[config.mk]
export PLATFORM = sky130hd
export DESIGN_NAME = sram_masked_controller_flat
export DESIGN_NICKNAME = d
export VERILOG_FILES = /design/src/rtl/sram_masked_controller_if.sv /design/src/rtl/sram_masked_controller.sv /design/src/flat_wrapper.sv
export SDC_FILE = /design/constraint.sdc
export NUM_CORES = 1
export LEC_CHECK = 0
export ABC_AREA = 1
export CAP_MARGIN = 20
export CORE_AREA = 2 2 76 151
export CTS_BUF_LIST = sky130_fd_sc_hd__clkbuf_8
export DETAILED_ROUTE_END_ITERATION = 10
export DIE_AREA = 0 0 78 153
export PLACE_DENSITY_LB_ADDON = 0.2
export SLEW_MARGIN = 20
export SYNTH_ARGS = -nofsm -noshare
export SYNTH_HDL_FRONTEND = slang
export SYNTH_SLANG_ARGS = --single-unit
[constraint.sdc]
create_clock -name i_clock -period 4.2 [get_ports i_clock]
set_clock_uncertainty 0.15 [all_clocks]
set_input_delay 0.84 -clock i_clock [delete_from_list [all_inputs] [get_ports i_clock]]
set_output_delay 0.84 -clock i_clock [all_outputs]
set_load 0.01 [all_outputs]
[src/rtl/sram_masked_controller_if.sv]
// Bus + SRAM pin bundle for sram_masked_controller.
// Latency: none (wires only).
// Backpressure: the request side holds i_request until o_ready; slave = controller view, master = bus/SRAM side.
interface sram_masked_controller_if #(
   parameter int SRAM_ADDRESS_WIDTH = 18,
   parameter int SRAM_DATA_WIDTH    = 16
);
   // system bus
   logic                          i_request;
   logic                          i_rw;
   logic [31:0]                   i_address;
   logic [31:0]                   i_wdata;
   logic [3:0]                    i_wmask;
   logic [31:0]                   o_rdata;
   logic                          o_ready;
   // SRAM pins
   logic [SRAM_ADDRESS_WIDTH-1:0] SRAM_A;
   logic [SRAM_DATA_WIDTH-1:0]    SRAM_D_w;
   logic [SRAM_DATA_WIDTH-1:0]    SRAM_D_r;
   logic                          SRAM_D_rw;
   logic                          SRAM_CE_n;
   logic                          SRAM_OE_n;
   logic                          SRAM_WE_n;
   logic                          SRAM_LB_n;
   logic                          SRAM_UB_n;

   modport slave (
      input  i_request, i_rw, i_address, i_wdata, i_wmask, SRAM_D_r,
      output o_rdata, o_ready, SRAM_A, SRAM_D_w, SRAM_D_rw,
             SRAM_CE_n, SRAM_OE_n, SRAM_WE_n, SRAM_LB_n, SRAM_UB_n
   );

   modport master (
      output i_request, i_rw, i_address, i_wdata, i_wmask, SRAM_D_r,
      input  o_rdata, o_ready, SRAM_A, SRAM_D_w, SRAM_D_rw,
             SRAM_CE_n, SRAM_OE_n, SRAM_WE_n, SRAM_LB_n, SRAM_UB_n
   );
endinterface

[src/rtl/sram_masked_controller.sv]
// Async-SRAM controller: splits 32-bit bus accesses into 8/16-bit beats with byte masks; optional SRAM_READ_BUFFER_EN.
// Latency: o_ready high after edge 1 + N*ACCESS_CYCLES (request edge = 0, N = beats run; N = 0 for empty mask or buffer hit).
// Backpressure: bus holds i_request until o_ready; DONE holds o_ready until the request drops, then returns to IDLE.
module sram_masked_controller #(
   parameter int SRAM_ADDRESS_WIDTH = 18,
   parameter int SRAM_DATA_WIDTH    = 16,
   parameter int ACCESS_CYCLES      = 3
) (
   input  logic                    i_clock,
   input  logic                    i_reset_n,
   sram_masked_controller_if.slave bus
);
   localparam int BEATS = 32 / SRAM_DATA_WIDTH;
   localparam int LOG2B = $clog2(BEATS);
   localparam int BPB   = SRAM_DATA_WIDTH / 8;
   localparam int AW    = SRAM_ADDRESS_WIDTH;
   localparam int DW    = SRAM_DATA_WIDTH;
   localparam int WBASE = AW - LOG2B;   // word-address bits placed above the beat index on SRAM_A
   localparam logic [3:0] LAST_CYC = 4'(ACCESS_CYCLES - 1);

   typedef enum logic [1:0] {IDLE, BEAT, DONE} state_t;

   state_t           state_q, state_d;
   logic [LOG2B-1:0] beat_q, beat_d;
   logic [3:0]       cyc_q, cyc_d;
   logic             pend_q, pend_d;    // request latched, transaction decision on the next edge
   logic             rw_q, rw_d;
   logic [29:0]      addr_q, addr_d;    // word address (byte address bits [31:2])
   logic [31:0]      wdata_q, wdata_d;
   logic [3:0]       wmask_q, wmask_d;
   logic [31:0]      rdata_q, rdata_d;
   logic             ready_q, ready_d;
   logic [AW-1:0]    a_q, a_d;
   logic [DW-1:0]    dw_q, dw_d;
   logic             drw_q, drw_d;
   logic             ce_q, ce_d;
   logic             oe_q, oe_d;
   logic             we_q, we_d;
   logic             lb_q, lb_d;
   logic             ub_q, ub_d;

`ifdef SRAM_READ_BUFFER_EN
   logic             buf_vld_q, buf_vld_d;
   logic [29:0]      buf_addr_q, buf_addr_d;
   logic [31:0]      buf_data_q, buf_data_d;
`endif

   logic [BEATS-1:0] en;
   logic [LOG2B:0]   nxt;               // {found, beat index}
   logic [BPB-1:0]   bm;

   // Byte-lane bits of the address and upper word bits beyond the SRAM are intentionally not decoded.
   logic unused_bits;
   assign unused_bits = ^{bus.i_address[1:0], addr_q[29:WBASE]};

   // Reads run every beat; writes only run beats with at least one enabled byte.
   function automatic logic [BEATS-1:0] beat_enables(input logic rw, input logic [3:0] mask);
      logic [BEATS-1:0] e;
      for (int b = 0; b < BEATS; b++) e[b] = rw ? |mask[b*BPB +: BPB] : 1'b1;
      return e;
   endfunction

   // Lowest enabled beat at or above 'from'; MSB of the result flags that one exists.
   function automatic logic [LOG2B:0] find_beat(input logic [BEATS-1:0] e, input int from);
      logic [LOG2B:0] r;
      r = '0;
      for (int i = BEATS - 1; i >= 0; i--) begin
         if (i >= from && e[i]) r = {1'b1, LOG2B'(i)};
      end
      return r;
   endfunction

   // Next-state logic, then registered pin values derived from the next state.
   always_comb begin
      state_d = state_q;
      beat_d  = beat_q;
      cyc_d   = cyc_q;
      pend_d  = pend_q;
      rw_d    = rw_q;
      addr_d  = addr_q;
      wdata_d = wdata_q;
      wmask_d = wmask_q;
      rdata_d = rdata_q;
      a_d     = a_q;
      dw_d    = dw_q;
      ready_d = 1'b0;
      drw_d   = 1'b0;
      ce_d    = 1'b1;
      oe_d    = 1'b1;
      we_d    = 1'b1;
      lb_d    = 1'b1;
      ub_d    = 1'b1;
      bm      = '0;
      nxt     = '0;
      en      = beat_enables(rw_q, wmask_q);
`ifdef SRAM_READ_BUFFER_EN
      buf_vld_d  = buf_vld_q;
      buf_addr_d = buf_addr_q;
      buf_data_d = buf_data_q;
`endif

      case (state_q)
         IDLE: begin
            if (pend_q) begin
               pend_d = 1'b0;
               nxt    = find_beat(en, 0);
`ifdef SRAM_READ_BUFFER_EN
               if (buf_vld_q && buf_addr_q == addr_q) begin
                  if (rw_q) begin
                     buf_vld_d = 1'b0;
                  end else begin
                     nxt     = '0;
                     rdata_d = buf_data_q;
                  end
               end
`endif
               if (nxt[LOG2B]) begin
                  state_d = BEAT;
                  beat_d  = nxt[LOG2B-1:0];
                  cyc_d   = 4'd0;
               end else begin
                  state_d = DONE;
               end
            end else if (bus.i_request) begin
               pend_d  = 1'b1;
               rw_d    = bus.i_rw;
               addr_d  = bus.i_address[31:2];
               wdata_d = bus.i_wdata;
               wmask_d = bus.i_wmask;
            end
         end
         BEAT: begin
            if (cyc_q == LAST_CYC) begin
               if (!rw_q) rdata_d[beat_q*DW +: DW] = bus.SRAM_D_r;
               nxt = find_beat(en, int'(beat_q) + 1);
               if (nxt[LOG2B]) begin
                  beat_d = nxt[LOG2B-1:0];
                  cyc_d  = 4'd0;
               end else begin
                  state_d = DONE;
`ifdef SRAM_READ_BUFFER_EN
                  if (!rw_q) begin
                     buf_vld_d  = 1'b1;
                     buf_addr_d = addr_q;
                     buf_data_d = rdata_d;
                  end
`endif
               end
            end else begin
               cyc_d = cyc_q + 4'd1;
            end
         end
         DONE: begin
            if (!bus.i_request) state_d = IDLE;
         end
         default: state_d = IDLE;
      endcase

      case (state_d)
         BEAT: begin
            ce_d = 1'b0;
            a_d  = {addr_d[WBASE-1:0], beat_d};
            if (rw_d) begin
               drw_d = 1'b1;
               dw_d  = wdata_d[beat_d*DW +: DW];
               // first and last cycle of the beat give address setup and hold around WE_n
               we_d  = (cyc_d == 4'd0) || (cyc_d == LAST_CYC);
               bm    = wmask_d[beat_d*BPB +: BPB];
               if (BPB == 2) begin
                  lb_d = ~bm[0];
                  ub_d = ~bm[BPB-1];
               end else begin
                  lb_d = 1'b0;
                  ub_d = 1'b0;
               end
            end else begin
               oe_d = 1'b0;
               lb_d = 1'b0;
               ub_d = 1'b0;
            end
         end
         DONE:    ready_d = 1'b1;
         default: ;
      endcase
   end

   // State and registered outputs; reset also returns the SRAM pins to deselected.
   always_ff @(posedge i_clock) begin
      if (!i_reset_n) begin
         state_q <= IDLE;
         beat_q  <= '0;
         cyc_q   <= '0;
         pend_q  <= 1'b0;
         rw_q    <= 1'b0;
         addr_q  <= '0;
         wdata_q <= '0;
         wmask_q <= '0;
         rdata_q <= '0;
         ready_q <= 1'b0;
         a_q     <= '0;
         dw_q    <= '0;
         drw_q   <= 1'b0;
         ce_q    <= 1'b1;
         oe_q    <= 1'b1;
         we_q    <= 1'b1;
         lb_q    <= 1'b1;
         ub_q    <= 1'b1;
      end else begin
         state_q <= state_d;
         beat_q  <= beat_d;
         cyc_q   <= cyc_d;
         pend_q  <= pend_d;
         rw_q    <= rw_d;
         addr_q  <= addr_d;
         wdata_q <= wdata_d;
         wmask_q <= wmask_d;
         rdata_q <= rdata_d;
         ready_q <= ready_d;
         a_q     <= a_d;
         dw_q    <= dw_d;
         drw_q   <= drw_d;
         ce_q    <= ce_d;
         oe_q    <= oe_d;
         we_q    <= we_d;
         lb_q    <= lb_d;
         ub_q    <= ub_d;
      end
   end

`ifdef SRAM_READ_BUFFER_EN
   // One-entry read buffer: last read word and its word address.
   always_ff @(posedge i_clock) begin
      if (!i_reset_n) begin
         buf_vld_q  <= 1'b0;
         buf_addr_q <= '0;
         buf_data_q <= '0;
      end else begin
         buf_vld_q  <= buf_vld_d;
         buf_addr_q <= buf_addr_d;
         buf_data_q <= buf_data_d;
      end
   end
`endif

   assign bus.o_rdata   = rdata_q;
   assign bus.o_ready   = ready_q;
   assign bus.SRAM_A    = a_q;
   assign bus.SRAM_D_w  = dw_q;
   assign bus.SRAM_D_rw = drw_q;
   assign bus.SRAM_CE_n = ce_q;
   assign bus.SRAM_OE_n = oe_q;
   assign bus.SRAM_WE_n = we_q;
   assign bus.SRAM_LB_n = lb_q;
   assign bus.SRAM_UB_n = ub_q;
endmodule

[src/flat_wrapper.sv]
// flat-port wrapper written by rule: the top's interface ports become plain ports
module sram_masked_controller_flat 
#(
   parameter int SRAM_ADDRESS_WIDTH = 18,
   parameter int SRAM_DATA_WIDTH    = 16,
   parameter int ACCESS_CYCLES      = 3
)
  (i_clock, i_reset_n, bus_i_request, bus_i_rw, bus_i_address, bus_i_wdata, bus_i_wmask, bus_SRAM_D_r, bus_o_rdata, bus_o_ready, bus_SRAM_A, bus_SRAM_D_w, bus_SRAM_D_rw, bus_SRAM_CE_n, bus_SRAM_OE_n, bus_SRAM_WE_n, bus_SRAM_LB_n, bus_SRAM_UB_n);
  sram_masked_controller_if #(.SRAM_ADDRESS_WIDTH(SRAM_ADDRESS_WIDTH), .SRAM_DATA_WIDTH(SRAM_DATA_WIDTH)) bus_i ();
  input  logic i_clock;
  input  logic i_reset_n;
  input wire logic [$bits(bus_i.i_request)-1:0] bus_i_request;
  input wire logic [$bits(bus_i.i_rw)-1:0] bus_i_rw;
  input wire logic [$bits(bus_i.i_address)-1:0] bus_i_address;
  input wire logic [$bits(bus_i.i_wdata)-1:0] bus_i_wdata;
  input wire logic [$bits(bus_i.i_wmask)-1:0] bus_i_wmask;
  input wire logic [$bits(bus_i.SRAM_D_r)-1:0] bus_SRAM_D_r;
  output wire logic [$bits(bus_i.o_rdata)-1:0] bus_o_rdata;
  output wire logic [$bits(bus_i.o_ready)-1:0] bus_o_ready;
  output wire logic [$bits(bus_i.SRAM_A)-1:0] bus_SRAM_A;
  output wire logic [$bits(bus_i.SRAM_D_w)-1:0] bus_SRAM_D_w;
  output wire logic [$bits(bus_i.SRAM_D_rw)-1:0] bus_SRAM_D_rw;
  output wire logic [$bits(bus_i.SRAM_CE_n)-1:0] bus_SRAM_CE_n;
  output wire logic [$bits(bus_i.SRAM_OE_n)-1:0] bus_SRAM_OE_n;
  output wire logic [$bits(bus_i.SRAM_WE_n)-1:0] bus_SRAM_WE_n;
  output wire logic [$bits(bus_i.SRAM_LB_n)-1:0] bus_SRAM_LB_n;
  output wire logic [$bits(bus_i.SRAM_UB_n)-1:0] bus_SRAM_UB_n;
  assign bus_i.i_request = bus_i_request;
  assign bus_i.i_rw = bus_i_rw;
  assign bus_i.i_address = bus_i_address;
  assign bus_i.i_wdata = bus_i_wdata;
  assign bus_i.i_wmask = bus_i_wmask;
  assign bus_i.SRAM_D_r = bus_SRAM_D_r;
  assign bus_o_rdata = bus_i.o_rdata;
  assign bus_o_ready = bus_i.o_ready;
  assign bus_SRAM_A = bus_i.SRAM_A;
  assign bus_SRAM_D_w = bus_i.SRAM_D_w;
  assign bus_SRAM_D_rw = bus_i.SRAM_D_rw;
  assign bus_SRAM_CE_n = bus_i.SRAM_CE_n;
  assign bus_SRAM_OE_n = bus_i.SRAM_OE_n;
  assign bus_SRAM_WE_n = bus_i.SRAM_WE_n;
  assign bus_SRAM_LB_n = bus_i.SRAM_LB_n;
  assign bus_SRAM_UB_n = bus_i.SRAM_UB_n;
  sram_masked_controller #(.SRAM_ADDRESS_WIDTH(SRAM_ADDRESS_WIDTH), .SRAM_DATA_WIDTH(SRAM_DATA_WIDTH), .ACCESS_CYCLES(ACCESS_CYCLES)) u_core (.i_clock(i_clock), .i_reset_n(i_reset_n), .bus(bus_i));
endmodule
==> flow_summary.json, run 1 <==
{
  "status": "complete, no violations",
  "worst_pin_slew_ns": 0.907,
  "final-max-slew-violation-count": 0,
  "antenna_found_initial": 0,
  "setup_violations": 0,
  "ir_drop_mv": 0.362,
  "dp_hpwl_um": 9760,
  "ant_nets": 0,
  "routedWlPerCell_um": 13.1,
  "chipHeight_um": 153,
  "first_pass_iters": 5,
  "drive_above_1_share": 0.0765,
  "whs_path_depth": 2,
  "syn-instance-count": 745,
  "fin_crit_sh": 0.637,
  "die_w_um": 78,
  "die_area_um2": 11900,
  "ioPinCount": 161,
  "gp_congestion": 0.837,
  "postCtsResizedCells": 0,
  "cts_buffers": 17,
  "insertedDiodeCount": 0,
  "synth_top_area_share": 0.480,
  "routed_wirelength_um": 13500,
  "grt_use_total": 0.236,
  "worstHoldPathType": "flop to flop",
  "yosys.cell_types.count": 31,
  "dp_slack_ns": 1.05,
  "synth_area_um2": 5630,
  "fp.coreArea_um2": 10800,
  "drv_cap": 0,
  "grt_start_max_net_pins": 54,
  "viasPerCell": 4.93,
  "yosysTopAreaCell": "dfxtp_1",
  "power_density_nw_per_um2": 406,
  "routed-via-count": 5074,
  "nets": 966,
  "dp_cells": 997,
  "io_buffers": 145,
  "cp.required_ns": 4.39,
  "htreeDepth": 4,
  "start_kind": "primary input",
  "overflow": 0,
  "clk_pin_slew_ns": 0.07,
  "synth_seq_cells": 135,
  "drt-initial-drc-count": 220,
  "rsz0062_at_grt": "no",
  "crit_type": "primary input to flop",
  "grt_pass1_wl_um": 22600,
  "avgSynthCellArea_um2": 7.55,
  "root_buffer": "clkbuf_8",
  "syn_to_final_growth_pct": 32.4,
  "clock_sinks": 135,
  "drc_errors": 0,
  "yosys_warnings": 0,
  "fin_tns_setup_ns": 0,
  "stdcell_count": 1029,
  "cts_tree": "built",
  "syn_nets": 835,
  "fmax_mhz": 374,
  "cp.arrival_ns": 2.86,
  "synth_seq_area_share": 0.480,
  "final-hold-violation-count": 0,
  "grt_pass1_vias": 4941,
  "fillers": 904,
  "worst_r2r_path_depth": 8,
  "clock_latency_ns": 0.44,
  "endpoint_kind": "flop",
  "cp_max_fo": 20,
  "synth_area_leaders": "dfxtp_1 (48%), nor2_1 (9.6%), nand2_1 (9.5%), inv_1 (5.8%), nand3_1 (4.6%)",
  "slew-limit-headroom": 0.395,
  "ctsHoldBuffers": 0,
  "post_cts_buffers": 0,
  "leakagePower_nw": 3.24,
  "fin_ws_ns": 1.52,
  "rows": 54,
  "cts_buffer_depth": 2,
  "start_util": 0.520,
  "finalCriticalPeriod_ns": 2.68
}
## per-layer routing
layer  global-route usage  vias up  part of all wire
met1                0.247     2341              0.37
met2                0.434      134              0.56
met3               0.0573       28             0.043
met4                0.105        0             0.030
met5                    0        -                 0
li1                     -     2571                 -
## kinds of logic (layout without fill, tap and decap cells)
family,count (synthesis),count (layout),synth area share
XOR/XNOR,2,2,0.00311
multiplexers,17,17,0.0302
adder cells (fa/ha/maj),2,2,0.00445
AND/OR/NAND/NOR,362,362,0.276
AO/OA/AOI/OAI,95,95,0.0947
flip-flops,135,135,0.480
buffers and inverters,132,276,0.111
## path summary, 6_finish.rpt
path                            slack (ns)            startpoint                      end
worst max-delay path                  1.52         bus_i_request  u_core.bus.SRAM_D_w[13]
worst min-delay path                  0.32  u_core.bus.SRAM_A[0]     u_core.bus.SRAM_A[0]
worst max register to register        1.94     u_core.state_q[1]  u_core.bus.SRAM_D_w[13]
worst min register to register        0.32  u_core.bus.SRAM_A[0]     u_core.bus.SRAM_A[0]
## registers in the layout, summed over array words and instances (netlist names), 2 cells and up
| signal | cells |
|---|---|
| u_core.wdata_q | 32 |
| u_core.bus.SRAM_D_w | 16 |
| u_core.cyc_q | 4 |
| u_core.addr_q | 17 |
| u_core.state_q | 2 |
| u_core.bus.SRAM_A | 18 |
| u_core.bus.o_rdata | 32 |
| u_core.wmask_q | 4 |
## synth_stat cells (all sizes together)
| library cell | number |
|---|---|
| buf | 22 |
| dfxtp | 135 |
| o221ai | 1 |
| nor2 | 151 |
| nand3 | 61 |
| clkbuf | 16 |
| o21ai | 38 |
| o21a | 20 |
| a21oi | 36 |
| clkinv | 3 |
| mux2i | 17 |
| ha | 2 |
| nand2 | 150 |
| inv | 91 |
| xor2 | 2 |
## cell usage in the layout (no fill, tap or decap), types with 3 or more instances in the layout
cell             instances
a21oi_1                 36
buf_4                    5
bufinv_16                3
clkbuf_8                17
clkdlybuf4s50_1        145
clkinv_2                 4
clkinvlp_4               4
dfxtp_1                135
inv_1                   87
inv_2                    3
inv_6                    3
mux2i_1                 17
nand2_1                142
nand2_2                  6
nand3_1                 52
nand3_2                  8
nor2_1                 144
nor2_2                   3
nor2_4                   4
o21a_1                  20
o21ai_0                 35
## metrics by stage
| step | hold slack (ns) | util | power, mW | cell area, µm² |
|---|---|---|---|---|
| detailed placement | 0.313 | 0.650 | 1.95 | 7030 |
| global route | 0.337 | 0.689 | 3.18 | 7450 |
| CTS | 0.326 | 0.688 | 3.05 | 7440 |
| floorplan | 0.296 | - | 1.76 | 5630 |
| finish | 0.323 | 0.689 | 3.02 | 7450 |
| global placement | 0.306 | 0.650 | 1.93 | 7030 |
## final cells by class
cell class,instances,area [µm²],share of cell area
clock inverters,15,178,0.0239
flip-flops and latches,135,2700,0.363
multi-input cells,478,2310,0.310
clock buffers,17,234,0.0314
well taps,140,175,0.0235
inverters,94,360,0.0484
repair buffers,150,1490,0.200
## report_power, final
group	internal, mW	total, mW	leakage [nW]	switching, mW
Sequential	1.37	1.40	1.10	0.0377
Clock	0.589	1.10	0.200	0.515
Combinational	0.247	0.517	1.94	0.270
## worst max-delay path: stages
cell and delay, ns:
clkdlybuf4s50_1 0.39, inv_1 0.12, nor2_4 0.03, buf_4 0.20, nand2_2 0.31, nand2_1 0.11, nand2_2 0.13, nand3_4 0.23
inv_4 0.24, nand3_1 0.12, nand2_1 0.07, inv_1 0.04
Power figures use the tool's default switching activity.
==> run 2, diff against run 1 <==
--- a/config.mk
+++ b/config.mk
@@ -7,10 +7,10 @@
 export LEC_CHECK = 0
 export ABC_AREA = 1
 export CAP_MARGIN = 20
-export CORE_AREA = 2 2 76 151
+export CORE_AREA = 2 2 83 164
 export CTS_BUF_LIST = sky130_fd_sc_hd__clkbuf_8
 export DETAILED_ROUTE_END_ITERATION = 10
-export DIE_AREA = 0 0 78 153
+export DIE_AREA = 0 0 85 166
 export PLACE_DENSITY_LB_ADDON = 0.2
 export SLEW_MARGIN = 20
 export SYNTH_ARGS = -nofsm -noshare
==> constraint.sdc (replaced) <==
create_clock -name i_clock -period 2.2 [get_ports i_clock]
set_clock_uncertainty 0.15 [all_clocks]
set_input_delay 0.44 -clock i_clock [delete_from_list [all_inputs] [get_ports i_clock]]
set_output_delay 0.44 -clock i_clock [all_outputs]
set_load 0.01 [all_outputs]
==> run 2 against run 1 <==
Die area is 18% higher. Sequential share of layout area is 0.36 points lower. Power is 86% higher. Via count is 3.1% lower. Critical endpoint is now u_core.bus.SRAM_A[4]. Highest routed layer unchanged.
==> flow_summary.json, run 2 (same netlist as run 1, synthesis figures left out) <==
{
  "top_layer": "met4",
  "drt-initial-drc-count": 192,
  "antenna_found_initial": 0,
  "first_pass_iters": 4,
  "grt_pass1_wl_um": 22300,
  "insertedDiodeCount": 0,
  "drc_errors": 0,
  "drv_cap": 0,
  "clock_latency_ns": 0.43,
  "nets": 974,
  "die_area_um2": 14100,
  "wl_met2_um": 7600,
  "dp_hpwl_um": 10000,
  "worstHoldPathType": "flop to flop",
  "cp_slowest_stage_delay_ns": 0.36,
  "routed-via-count": 4918,
  "finalCriticalPeriod_ns": 1.95,
  "routedWlPerCell_um": 13.0,
  "stdcell_count": 1047,
  "grt_pass1_vias": 4917,
  "dp_cells": 1017,
  "final-hold-violation-count": 0,
  "htreeDepth": 4,
  "chipHeight_um": 166,
  "cp_slowest_cell": "dfxtp_1",
  "cp.required_ns": 2.37,
  "grt_start_max_net_pins": 52,
  "postCtsResizedCells": 0,
  "fin_tns_setup_ns": 0,
  "post_cts_buffers": 0,
  "overflow": 0,
  "syn_to_final_growth_pct": 33.7,
  "leakagePower_nw": 3.28,
  "met1_length_um": 5000,
  "grt_use_total": 0.196,
  "cp.arrival_ns": 2.12,
  "cts_tree": "built",
  "crit_chain": "inv_1, ha_1, nand2_1, clkinv_1, nand3_1, nand2_4, inv_4, nand2_1, nand2_1, nor2_1",
  "fin_ws_ns": 0.252,
  "power_mw": 5.62,
  "die_w_um": 85,
  "fin_util": 0.582,
  "layout_common_cells": "clkdlybuf4s50_1 (145), nor2_1 (144), nand2_1 (142)",
  "ant_nets": 0,
  "gp_congestion": 0.768,
  "io_buffers": 145,
  "ctsHoldBuffers": 0,
  "endpoint_kind": "flop",
  "ioPinCount": 161,
  "cp_max_fo": 35,
  "viasPerCell": 4.70,
  "cts_buffer_depth": 2,
  "start_util": 0.436,
  "rsz0062_at_grt": "no",
  "cts_buffers": 17,
  "clk_pin_slew_ns": 0.07,
  "crit_path_frequent_cell": "nand2_1",
  "clock_sinks": 135,
  "dp_slack_ns": 0.0709,
  "worst_pin_slew_ns": 0.350,
  "power_density_nw_per_um2": 747,
  "start_kind": "flop",
  "wl_met3_um": 612,
  "fin_crit_sh": 0.886,
  "routed_wirelength_um": 13600,
  "fmax_mhz": 513,
  "root_buffer": "clkbuf_8",
  "rows": 59,
  "crit_type": "flop to flop",
  "setup_violations": 0,
  "status": "complete, no violations",
  "ir_drop_mv": 0.506,
  "slew-limit-headroom": 0.766,
  "drive_above_1_share": 0.0827,
  "layout_commonest_cell": "clkdlybuf4s50_1",
  "final-max-slew-violation-count": 0,
  "fp.coreArea_um2": 12900
}
## run 2: stage by stage
| step | area (µm²) | hold WS, ns |
|---|---|---|
| 2_1_floorplan | 5630 | 0.296 |
| 3_3_place_gp | 7150 | 0.306 |
| 3_5_place_dp | 7150 | 0.311 |
| 4_1_cts | 7520 | 0.322 |
| 5_1_grt | 7520 | 0.335 |
| 6_report | 7520 | 0.322 |
## run 2: per-layer routing
metal | vias up | track usage
met2 | 116 | 0.376
met3 | 22 | 0.0502
li1 | 2581 | -
met4 | 0 | 0.0835
met5 | - | 0
met1 | 2199 | 0.191
## run 2: worst paths after layout
kind | start | end | slack (ns) | cells past startpoint
setup / recovery | u_core.cyc_q[0] | u_core.bus.SRAM_A[4] | 0.25 | 10
hold reg to reg | u_core.wdata_q[6] | u_core.wdata_q[6] | 0.32 | 2
hold / removal | u_core.wdata_q[6] | u_core.wdata_q[6] | 0.32 | 2
setup reg to reg | u_core.cyc_q[0] | u_core.bus.SRAM_A[4] | 0.25 | 10
## run 2: area by class of cell
class,count,area (µm²)
multi-input combinational,478,2300
clock inverter,13,135
fill,1203,5400
clock buffer,17,234
sequential,135,2700
inverter,94,360
tap,152,190
timing repair buffer,158,1600
## run 2: critical path, delay by kind of cell (launching register included)
kind | cells | cell delay, ns
fa+ha+maj | 1 | 0.22
buf+inv | 3 | 0.45
flops | 1 | 0.36
simple gates | 6 | 0.64
## run 2: power by group
| group | internal [mW] | total (mW) | switching (mW) |
|---|---|---|---|
| Combinational | 0.499 | 1.02 | 0.520 |
| Clock | 0.988 | 1.93 | 0.941 |
| Sequential | 2.61 | 2.68 | 0.0691 |
